==> config.mk <==
export PLATFORM = sky130hd
export DESIGN_NAME = dot2_q88
export DESIGN_NICKNAME = d
export VERILOG_FILES = /design/src/rtl/dot2_pkg.sv /design/src/rtl/fxp_round_sat.sv /design/src/rtl/dot2_q88.sv
export SDC_FILE = /design/constraint.sdc
export NUM_CORES = 2
export LEC_CHECK = 0
export CAP_MARGIN = 40
export CORE_AREA = 2 2 269 191
export DETAILED_ROUTE_END_ITERATION = 8
export DIE_AREA = 0 0 271 193
export HOLD_SLACK_MARGIN = 0.05
export PLACE_DENSITY = 0.67
export SYNTH_ARGS = -nofsm -noshare
export SYNTH_HDL_FRONTEND = slang
export SYNTH_HIERARCHICAL = 1
export SYNTH_SLANG_ARGS = --single-unit
==> constraint.sdc <==
create_clock -name clk -period 7.66 [get_ports clk]
set_input_delay 1.149 -clock clk [delete_from_list [all_inputs] [get_ports clk]]
set_output_delay 1.149 -clock clk [all_outputs]
set_load 0.01 [all_outputs]
==> src/rtl/dot2_pkg.sv <==
// Shared fixed-point definitions for the dot2_q88 kernel and its helpers.
// Default format is Q8.8: 16-bit two's complement with 8 fractional bits.
package dot2_pkg;

  localparam int W_DEF    = 16;
  localparam int FRAC_DEF = 8;

  localparam logic [W_DEF-1:0] Q88_MAX = 16'h7FFF;
  localparam logic [W_DEF-1:0] Q88_MIN = 16'h8000;
  localparam logic [W_DEF-1:0] Q88_ONE = 16'h0100;

  typedef logic signed [W_DEF-1:0] word_t;

endpackage

==> src/rtl/fxp_round_sat.sv <==
// Combinational round-half-up and narrow: wide signed value -> W-bit result
// with overflow flag; saturates or wraps depending on SAT.
module fxp_round_sat
  import dot2_pkg::*;
#(
  parameter int W    = W_DEF,
  parameter int FRAC = FRAC_DEF,
  parameter int SAT  = 1,
  parameter int IN_W = 2 * W + 1
) (
  input  logic signed [IN_W-1:0] din,
  output logic signed [W-1:0]    dout,
  output logic                   ovf
);

  // One guard bit so adding the rounding constant can never overflow.
  localparam int XW = IN_W + 1;

  localparam logic signed [XW-1:0] ONE_X = {{(XW-1){1'b0}}, 1'b1};
  localparam logic signed [XW-1:0] HALF  = ONE_X << (FRAC - 1);
  localparam logic signed [XW-1:0] MAX_V = {{(XW-W+1){1'b0}}, {(W-1){1'b1}}};
  localparam logic signed [XW-1:0] MIN_V = {{(XW-W+1){1'b1}}, {(W-1){1'b0}}};

  logic signed [XW-1:0] biased;
  logic signed [XW-1:0] rounded;

  // NOTE: every output of a combinational block gets a default first so no
  // path leaves it unassigned, which would otherwise infer a latch.
  always_comb begin
    biased  = {din[IN_W-1], din} + HALF;
    rounded = biased >>> FRAC;
    dout    = rounded[W-1:0];
    ovf     = 1'b0;
    if (rounded > MAX_V) begin
      ovf = 1'b1;
      if (SAT != 0) dout = MAX_V[W-1:0];
    end else if (rounded < MIN_V) begin
      ovf = 1'b1;
      if (SAT != 0) dout = MIN_V[W-1:0];
    end
  end

endmodule

==> src/rtl/dot2_q88.sv <==
// Two-stage pipelined signed fixed-point dot product c = a0*b0 + a1*b1,
// one result per clock, rounded to nearest and saturated (or wrapped).
module dot2_q88
  import dot2_pkg::*;
#(
  parameter int W    = W_DEF,
  parameter int FRAC = FRAC_DEF,
  parameter int SAT  = 1
) (
  input  logic                clk,
  input  logic                rst,
  input  logic                in_valid,
  input  logic signed [W-1:0] a0,
  input  logic signed [W-1:0] a1,
  input  logic signed [W-1:0] b0,
  input  logic signed [W-1:0] b1,
  output logic                out_valid,
  output logic signed [W-1:0] c,
  output logic                ovf
);

  logic signed [2*W-1:0] a0_x, a1_x, b0_x, b1_x;
  logic signed [2*W-1:0] p0_q, p1_q;
  logic                  v1_q;
  logic signed [2*W:0]   sum;
  logic signed [W-1:0]   c_rs;
  logic                  ovf_rs;

  // Sign-extend to 2W so the products are exact, including -2^(W-1) squared.
  assign a0_x = {{W{a0[W-1]}}, a0};
  assign a1_x = {{W{a1[W-1]}}, a1};
  assign b0_x = {{W{b0[W-1]}}, b0};
  assign b1_x = {{W{b1[W-1]}}, b1};

  // NOTE: state uses non-blocking assignments so every register samples the
  // pre-edge values regardless of statement order. The product registers are
  // left unreset: v1_q alone decides whether their contents are ever used.
  always_ff @(posedge clk) begin
    if (rst) begin
      v1_q <= 1'b0;
    end else begin
      v1_q <= in_valid;
      if (in_valid) begin
        p0_q <= a0_x * b0_x;
        p1_q <= a1_x * b1_x;
      end
    end
  end

  assign sum = {p0_q[2*W-1], p0_q} + {p1_q[2*W-1], p1_q};

  fxp_round_sat #(
    .W    (W),
    .FRAC (FRAC),
    .SAT  (SAT),
    .IN_W (2 * W + 1)
  ) u_round_sat (
    .din  (sum),
    .dout (c_rs),
    .ovf  (ovf_rs)
  );

  always_ff @(posedge clk) begin
    if (rst) begin
      out_valid <= 1'b0;
      c         <= '0;
      ovf       <= 1'b0;
    end else begin
      out_valid <= v1_q;
      if (v1_q) begin
        c   <= c_rs;
        ovf <= ovf_rs;
      end
    end
  end

endmodule

==> results.json <==
{
  "crit-reg2reg-launch": "p1_q[0]",
  "r2r_cells": 20,
  "fin_nets": 3536,
  "fin_util_pct": 53.98,
  "grtUsageTotal_pct": 21.69,
  "grt_pass1_wl_um": 92320,
  "maxSlewHeadroom_pct": 43.03,
  "drc": 0,
  "dp_hpwl_um": 47050,
  "max_cap_viol_count": 0,
  "clock_latency_ps": 360,
  "synthCells": 2621,
  "met1_usage_pct": 32.77,
  "syn_area_per_cell_um2": 9.351,
  "worstPathArrival_ps": 7460,
  "tightest_slew_ps": 854.6,
  "skew_ps": 8.364,
  "hp-class": "register to register",
  "grt_use_met3_pct": 3.034,
  "hold_path_end": "out_valid",
  "finalWorstSetupSlack_ps": 293.5,
  "h-tree-depth": 3,
  "fin_tns_setup_ps": 0,
  "areaGrowthSynthToFinish_pct": 10.09,
  "die_w_um": 271,
  "crit_buf_inv": 5,
  "grt_most_used_layer": "met2",
  "viasPerCell": 5.166,
  "fmax_mhz": 135.8,
  "slew_violations": 0,
  "outcome": "finished, final reports clean",
  "max_stage_delay_ps": 650,
  "core.rowCount": 69,
  "worst_setup_path_end_kind": "register",
  "cp_slowest_cell": "clkdlybuf4s50_1",
  "pre_cts_ws_ps": -55.48,
  "die_h_um": 193,
  "grt_pass1_vias": 18720,
  "cts.repair.resized": 0,
  "r2r_end": "ovf",
  "cts_buffers": 9,
  "numClockSinks": 83,
  "drt_iter0_markers": 1119,
  "cts_buffer_depth": 2,
  "wl_um": 52940,
  "pin_count": 85,
  "cp_max_fo": 11,
  "crit_chain": "clkdlybuf4s50_1 > and2_1 > fa_1 > inv_1 > fa_1 > fa_1 > inv_1 > fa_1 > fa_1 > inv_1 > fa_1 > inv_1 > ha_1 > a21oi_1 > o21ai_0 > a41oi_1 > or4_1 > o211ai_1 > a311oi_1 > o21bai_1 > a21oi_1 > xnor2_1",
  "cpMostUsedCell": "fa_1",
  "cp-start-kind": "input port",
  "grt-ovfl-total": 0,
  "reg2reg_slack_ps": 2290,
  "diodes": 0,
  "criticalPathCategory": "input port to register",
  "postRouteAntennaNets": 0,
  "hold_depth": 1,
  "antenna_found_initial": 0,
  "clk_pin_slew_ps": 70,
  "placement.io_buffers": 84,
  "drive_gt1_share_pct": 5.778,
  "netlist_area_um2": 24510,
  "cts_hold_buffers": 0,
  "cts_root_buf": "clkbuf_16",
  "path_delay_family": "adder cells",
  "coreArea_um2": 49990,
  "worstHoldStart": "v1_q",
  "first_pass_iters": 5,
  "initial_core_util_pct": 49.03,
  "fin_crit_sh_pct": 96.17,
  "hold_ws_ps": 497.2,
  "vias": 17700,
  "period_minus_slack_ps": 7366,
  "gp_congestion": 0.8936,
  "required_ps": 7750,
  "grt_start_max_net_pins": 65,
  "postCtsSetupBuffers": 0,
  "die_area_um2": 52300,
  "setup_violations": 0,
  "syn_nets": 3410,
  "hold_violations": 0,
  "grt_util_met2_pct": 34.25,
  "yosysWarnings": 6,
  "rsz0062_at_grt": "false",
  "cts_tree": "yes",
  "wl_per_cell_um": 15.45
}
routing by layer:
metal / share of wire (%) / vias to the layer above / wire, µm
met5: 0 / - / 0
met4: 0.79 / 0 / 418
met3: 6.4 / 36 / 3366
met2: 45 / 466 / 23930
met1: 48 / 8986 / 25220
li1: - / 8212 / -
placed cells by master (no fill, tap or decap), drive strengths merged, types with 32 or more instances in the layout:
cell           instances
inv                  624
o21ai                 61
a21o                  32
nor2                  87
buf                  104
clkdlybuf4s50         76
fa                   525
xor2                  36
nand2                288
edfxtp                64
ha                   197
and2                 248
a21oi                 75
xnor2                 79
sequential cells by signal, indices dropped and copies added, names as in the netlist:
register / flops
p1_q: 32
v1_q: 1
out_valid: 1
p0_q: 32
c: 16
ovf: 1
layout make-up:
type                       instances  area, µm²
clock buffer                       9      225.2
clock inverter                     7      63.81
fill                            4456      23000
inverter                         618       2320
multi-input combinational       1847      19580
sequential                        83       2302
tap                              674      843.3
timing repair buffer             188       1653
through the flow:
step	cells	instance area, µm²
CTS	3426	26960
floorplan	2621	24510
detailed placement	3410	26670
global placement	3408	26640
finish	3426	26980
global route	3426	26980
worst register-to-register path: cells and delay by family (launching register included):
family | cells | cell delay (ps)
XOR/XNOR | 2 | 450
multiplexers | 1 | 160
adder cells (fa/ha/maj) | 2 | 370
flip-flops | 1 | 400
AND/OR/NAND/NOR | 8 | 2250
AO/OA/AOI/OAI | 5 | 1350
buffers and inverters | 2 | 240
worst max-delay path by stage:
stage                       from  cells past startpoint       end  slack, ps
after global routing       b1[1]                     21  p1_q[31]         20
after global placement     a0[9]                     22  p0_q[31]        110
final                      b1[4]                     22  p1_q[31]        290
after floorplan           a0[15]                     20  p0_q[31]        930
after CTS                  b1[4]                     22  p1_q[31]        320
after detailed placement   b1[4]                     22  p1_q[31]        -60
Power is left out: the tool's default activity adds up to more than one toggle a clock period on the data nets, which glitch-free logic cannot reach.
